$ cat src/rtl/async_fifo_fwft_pkg.sv
// async_fifo_fwft_pkg: default geometry and full-threshold helper for the FWFT FIFO
package async_fifo_fwft_pkg;
    localparam int DEF_DATA_WIDTH = 8;
    localparam int DEF_ADDR_WIDTH = 4;
    localparam int DEF_RESERVE    = 3;

    function automatic int full_threshold(input int addr_width, input int reserve);
        return (1 << addr_width) - reserve;
    endfunction
endpackage

$ cat src/rtl/async_fifo_fwft_ram.sv
// async_fifo_fwft_ram: simple dual-port storage, synchronous write and registered read
module async_fifo_fwft_ram
    import async_fifo_fwft_pkg::*;
#(
    parameter int DATA_WIDTH = DEF_DATA_WIDTH,
    parameter int ADDR_WIDTH = DEF_ADDR_WIDTH
) (
    input  logic                  clk,
    input  logic                  rst_n,
    input  logic                  we_i,
    input  logic [ADDR_WIDTH-1:0] waddr_i,
    input  logic [DATA_WIDTH-1:0] wdata_i,
    input  logic                  re_i,
    input  logic [ADDR_WIDTH-1:0] raddr_i,
    output logic [DATA_WIDTH-1:0] rdata_o
);
    logic [DATA_WIDTH-1:0] mem_q [1<<ADDR_WIDTH];

    always_ff @(posedge clk) begin
        if (we_i) mem_q[waddr_i] <= wdata_i;
    end

    always_ff @(posedge clk) begin
        if (!rst_n) rdata_o <= '0;
        else if (re_i) rdata_o <= mem_q[raddr_i];
    end
endmodule

$ cat src/rtl/async_fifo_fwft.sv
// async_fifo_fwft: single-clock first-word-fall-through FIFO with reserve-based full flag.
// Define ASYNC_FIFO_FWFT_LEVEL_EN to expose the registered occupancy on port level.
module async_fifo_fwft
    import async_fifo_fwft_pkg::*;
#(
    parameter int DATA_WIDTH = DEF_DATA_WIDTH,
    parameter int ADDR_WIDTH = DEF_ADDR_WIDTH,
    parameter int RESERVE    = DEF_RESERVE
) (
    input  logic                  clk,
    input  logic                  rst_n,
    input  logic                  wr_en,
    input  logic [DATA_WIDTH-1:0] wr_data,
    output logic                  full,
    input  logic                  rd_en,
    output logic [DATA_WIDTH-1:0] rd_data,
    output logic                  has_data,
    output logic                  empty
`ifdef ASYNC_FIFO_FWFT_LEVEL_EN
    ,
    output logic [ADDR_WIDTH:0]   level
`endif
);
    localparam int OW = ADDR_WIDTH + 1;
    localparam logic [ADDR_WIDTH:0] FULL_AT = OW'(full_threshold(ADDR_WIDTH, RESERVE));

    logic [ADDR_WIDTH-1:0] wr_ptr_q, wr_ptr_d, rd_ptr_q, rd_ptr_d;
    logic [ADDR_WIDTH:0]   occ_q, occ_d;
    logic                  has_data_q, has_data_d, full_q, full_d;
    logic                  push, pop, load;

    // occupancy includes the output register, so RAM holds occ - has_data words
    always_comb begin
        push       = wr_en && !full_q;
        pop        = rd_en && has_data_q;
        load       = (occ_q != OW'(has_data_q)) && (!has_data_q || pop);
        wr_ptr_d   = push ? ADDR_WIDTH'(wr_ptr_q + 1'b1) : wr_ptr_q;
        rd_ptr_d   = load ? ADDR_WIDTH'(rd_ptr_q + 1'b1) : rd_ptr_q;
        occ_d      = (push && !pop) ? OW'(occ_q + 1'b1) :
                     (pop && !push) ? OW'(occ_q - 1'b1) : occ_q;
        has_data_d = load || (has_data_q && !pop);
        full_d     = occ_d >= FULL_AT;
    end

    always_ff @(posedge clk) begin
        if (!rst_n) begin
            wr_ptr_q   <= '0;
            rd_ptr_q   <= '0;
            occ_q      <= '0;
            has_data_q <= 1'b0;
            full_q     <= 1'b0;
        end else begin
            wr_ptr_q   <= wr_ptr_d;
            rd_ptr_q   <= rd_ptr_d;
            occ_q      <= occ_d;
            has_data_q <= has_data_d;
            full_q     <= full_d;
        end
    end

    // the RAM read register doubles as the FWFT output stage
    async_fifo_fwft_ram #(
        .DATA_WIDTH(DATA_WIDTH),
        .ADDR_WIDTH(ADDR_WIDTH)
    ) u_ram (
        .clk    (clk),
        .rst_n  (rst_n),
        .we_i   (push),
        .waddr_i(wr_ptr_q),
        .wdata_i(wr_data),
        .re_i   (load),
        .raddr_i(rd_ptr_q),
        .rdata_o(rd_data)
    );

    assign has_data = has_data_q;
    assign empty    = !has_data_q;
    assign full     = full_q;
`ifdef ASYNC_FIFO_FWFT_LEVEL_EN
    assign level    = occ_q;
`endif
endmodule

$ cat config.mk
export PLATFORM = sky130hd
export DESIGN_NAME = async_fifo_fwft
export DESIGN_NICKNAME = d
export VERILOG_FILES = /design/src/rtl/async_fifo_fwft_pkg.sv /design/src/rtl/async_fifo_fwft_ram.sv /design/src/rtl/async_fifo_fwft.sv
export SDC_FILE = /design/constraint.sdc
export NUM_CORES = 1
export LEC_CHECK = 0
export CAP_MARGIN = 20
export CORE_MARGIN = 4
export CORE_UTILIZATION = 40
export CTS_CLUSTER_DIAMETER = 30
export DETAILED_ROUTE_END_ITERATION = 8
export PLACE_DENSITY = 0.54
export SETUP_SLACK_MARGIN = 0.5
export SYNTH_ARGS = -nofsm -noshare
export SYNTH_HDL_FRONTEND = slang
export SYNTH_HIERARCHICAL = 1
export SYNTH_SLANG_ARGS = --single-unit
$ cat constraint.sdc
create_clock -name clk -period 2.2 [get_ports clk]
set_input_delay 0.33 -clock clk [delete_from_list [all_inputs] [get_ports clk]]
set_output_delay 0.33 -clock clk [all_outputs]
set_load 0.05 [all_outputs]
==> results.ini <==
[final_layout]
area_delta_synth_final_pct = 18.5
nets = 466
instances_no_fill = 651
n_antenna_cell = 0
drive_gt1_share_pct = 15.8

[synthesis]
synth_edf_count = 128
ys.flop_type = edfxtp_1
yosys.cell_count.top_type = edfxtp_1
avgSynthCellArea_um2 = 15.3
synth.area.top_cells = edfxtp_1 (62%), mux2i_1 (11%), dfxtp_1 (7.5%), a22oi_1 (2.9%), nand3_1 (2.4%)
synth_top_cell_by_area = edfxtp_1
ys_ff_latch = 151
ys_async_sr_fraction_pct = 0
synth_common_cells = edfxtp_1 (128), mux2i_1 (68), nand3_1 (29)
ys_types = 39
synthCells = 402
synth_nets = 418
ys_warn_count = 6
yosys.area.top_type_share_pct = 62.4
yosysSeqAreaShare_pct = 69.9
syn-cell-area_um2 = 6160

[sta]
worstMarginPinSlew_ns = 0.623
report.final.slew_viol_count = 0
finalCritPeriodShare_pct = 74.7
timing.fmax_mhz = 608
rsz0062_at_grt = false
layout_min_cycle_time_ns = 1.64
clock_skew_ns = 0.00884
slew_headroom_pct = 58.3
setup_viol = 0
timing.setup.tns_ns = 0
worst_slack_ns = 0.556
hold_slack_ns = 0.454
hold_viol = 0

[global_route]
grt_max_degree = 44
grtUsageTotal_pct = 14.8
grt_pass1_vias = 3467
grt-ovfl-total = 0
antenna_found_initial = 0
grt_pass1_wl_um = 19400

[placed_design]
dpl.hpwl_um = 8060
dp_cells = 618
dp_slack_ns = 0.0791
port_buffers = 22
gp_congestion = 0.780

[pwr]
p_switching_mw = 2.12
power_frac_seq_pct = 44.7
p_comb_share_pct = 19.1
max-vdd-ir-drop_mv = 0.641
p_leak_nw = 2.41
swShare_pct = 27.5
power_per_cell_area_nw_per_um2 = 1060
power_frac_clock_pct = 36.2
intPower_mw = 5.60

[worst_setup_path]
rr_worst_depth = 7
required_ns = 1.87
r2r_start = occ_q[0]
cp.arrival_ns = 1.31
crit_path_max_fanout = 7
rrSetupSlack_ns = 0.65
endpoint_kind = output port
reg2reg_to = full
critPathKind = reg2out
worst_setup_path_start_kind = flop

[clock_tree]
htreeDepth = 4
clk_pin_slew_ns = 0.06
clock-root-buffer = clkbuf_16
clock_latency_ns = 0.41
cts_made_buffers = 17
clk_path_buf_depth = 2
clock-sinks = 151
cts_tree = built

[route]
wl_met1_um = 5700
wire_per_inst_um = 18.9
vias_per_cell = 5.14
met2_length_um = 6000
vias = 3344
drc = 0
finalWirelength_um = 12300
highest-signal-layer = met4
routed-wl-met3_um = 470
drt_iter0_drc = 199
ant_nets = 0
drt_first_pass_iters = 4

[floorplanning]
chipHeight_um = 132
die_area_um2 = 17400
rows = 45
start_util_pct = 40.7
ioPinCount = 23
die_w_um = 132
core_area_um2 = 15100

[run_status]
status = finished clean

[hold_path]
min_to = u_ram/rdata_o[5]
hold_class = reg2reg
hp-start = u_ram/rdata_o[5]
whs_path_depth = 2

[run]
maxCapViolCount = 0

worst max-delay path: stages, from the launching register on:
cell and delay (ns):
dfxtp_2 0.35, inv_1 0.06, clkdlybuf4s15_1 0.49
what timing repair did:
action	CTS	global route
hold endpoints to repair	0	0
pin swaps	0	1
endpoints found under the setup margin	20	13
buffers inserted	0	1
hold buffers	0	0
resized for setup	14	7
power by group through the flow:
stage	clock network [mW]	logic [mW]	registers [mW]
floorplan	0	0.896	3.65
global placement	0	1.47	3.51
detailed placement	0	1.51	3.51
CTS	2.85	1.47	3.45
global route	2.99	1.61	3.48
finish	2.79	1.47	3.46
registers in the layout (all words and copies together), names as in the netlist:
signal,cells
occ_q,5
wr_ptr_q,4
rd_ptr_q,4
full,1
has_data,1
u_ram/mem_q,128
u_ram/rdata_o,8
placed cells by master, fill, tap and decap left out, drive strengths merged, types with 7 or more instances in the layout:
cell type / count
nand3: 29
dlygate4sd2: 7
clkbuf: 19
mux2i: 68
nand2: 26
nor2: 16
edfxtp: 128
clkdlybuf4s50: 11
dfxtp: 23
a22oi: 24
clkinv: 10
and2: 9
a21oi: 10
nor2b: 8
buf: 26
cell type report:
type,instances,area (um2)
Clock inverter,14,139
Multi-Input combinational cell,229,1700
Inverter,3,11.3
Sequential cell,151,4320
Tap cell,188,235
Timing Repair Buffer,48,464
Clock buffer,18,429
Fill cell,1307,7850
metal layers:
layer | GRT usage (%) | vias up
met2 | 23.7 | 54
met3 | 4.66 | 10
met5 | 0 | -
met1 | 19.2 | 1650
met4 | 5.25 | 0
li1 | - | 1630
per-stage QoR:
| stage | power [mW] | util (%) | area [um2] |
|---|---|---|---|
| floorplan | 4.55 | - | 6200 |
| global placement | 4.98 | 44.3 | 6720 |
| detailed placement | 5.02 | 44.3 | 6720 |
| CTS | 7.78 | 48.0 | 7270 |
| global route | 8.08 | 48.2 | 7300 |
| finish | 7.73 | 48.2 | 7300 |
kinds of logic after synthesis:
group	Yosys count	share of synthesized area, %
DFF	151	69.9
muxes	68	11.1
and+or+nand+nor	106	8.82
xor gates and xnor gates	10	1.42
AOI/OAI and AO/OA	41	4.88
buffers and inverters	22	3.13
adders and majority gates	4	0.813
worst max path at each step:
stage                     start           endpoint
5_1_grt        u_ram/rdata_o[1]         rd_data[1]
6_report               has_data              empty
2_1_floorplan              full  u_ram/mem_q[0][0]
3_3_place_gp              wr_en  u_ram/mem_q[0][3]
3_5_place_dp              wr_en  u_ram/mem_q[0][3]
4_1_cts        u_ram/rdata_o[0]         rd_data[0]
(Power assumes the default switching activity.)
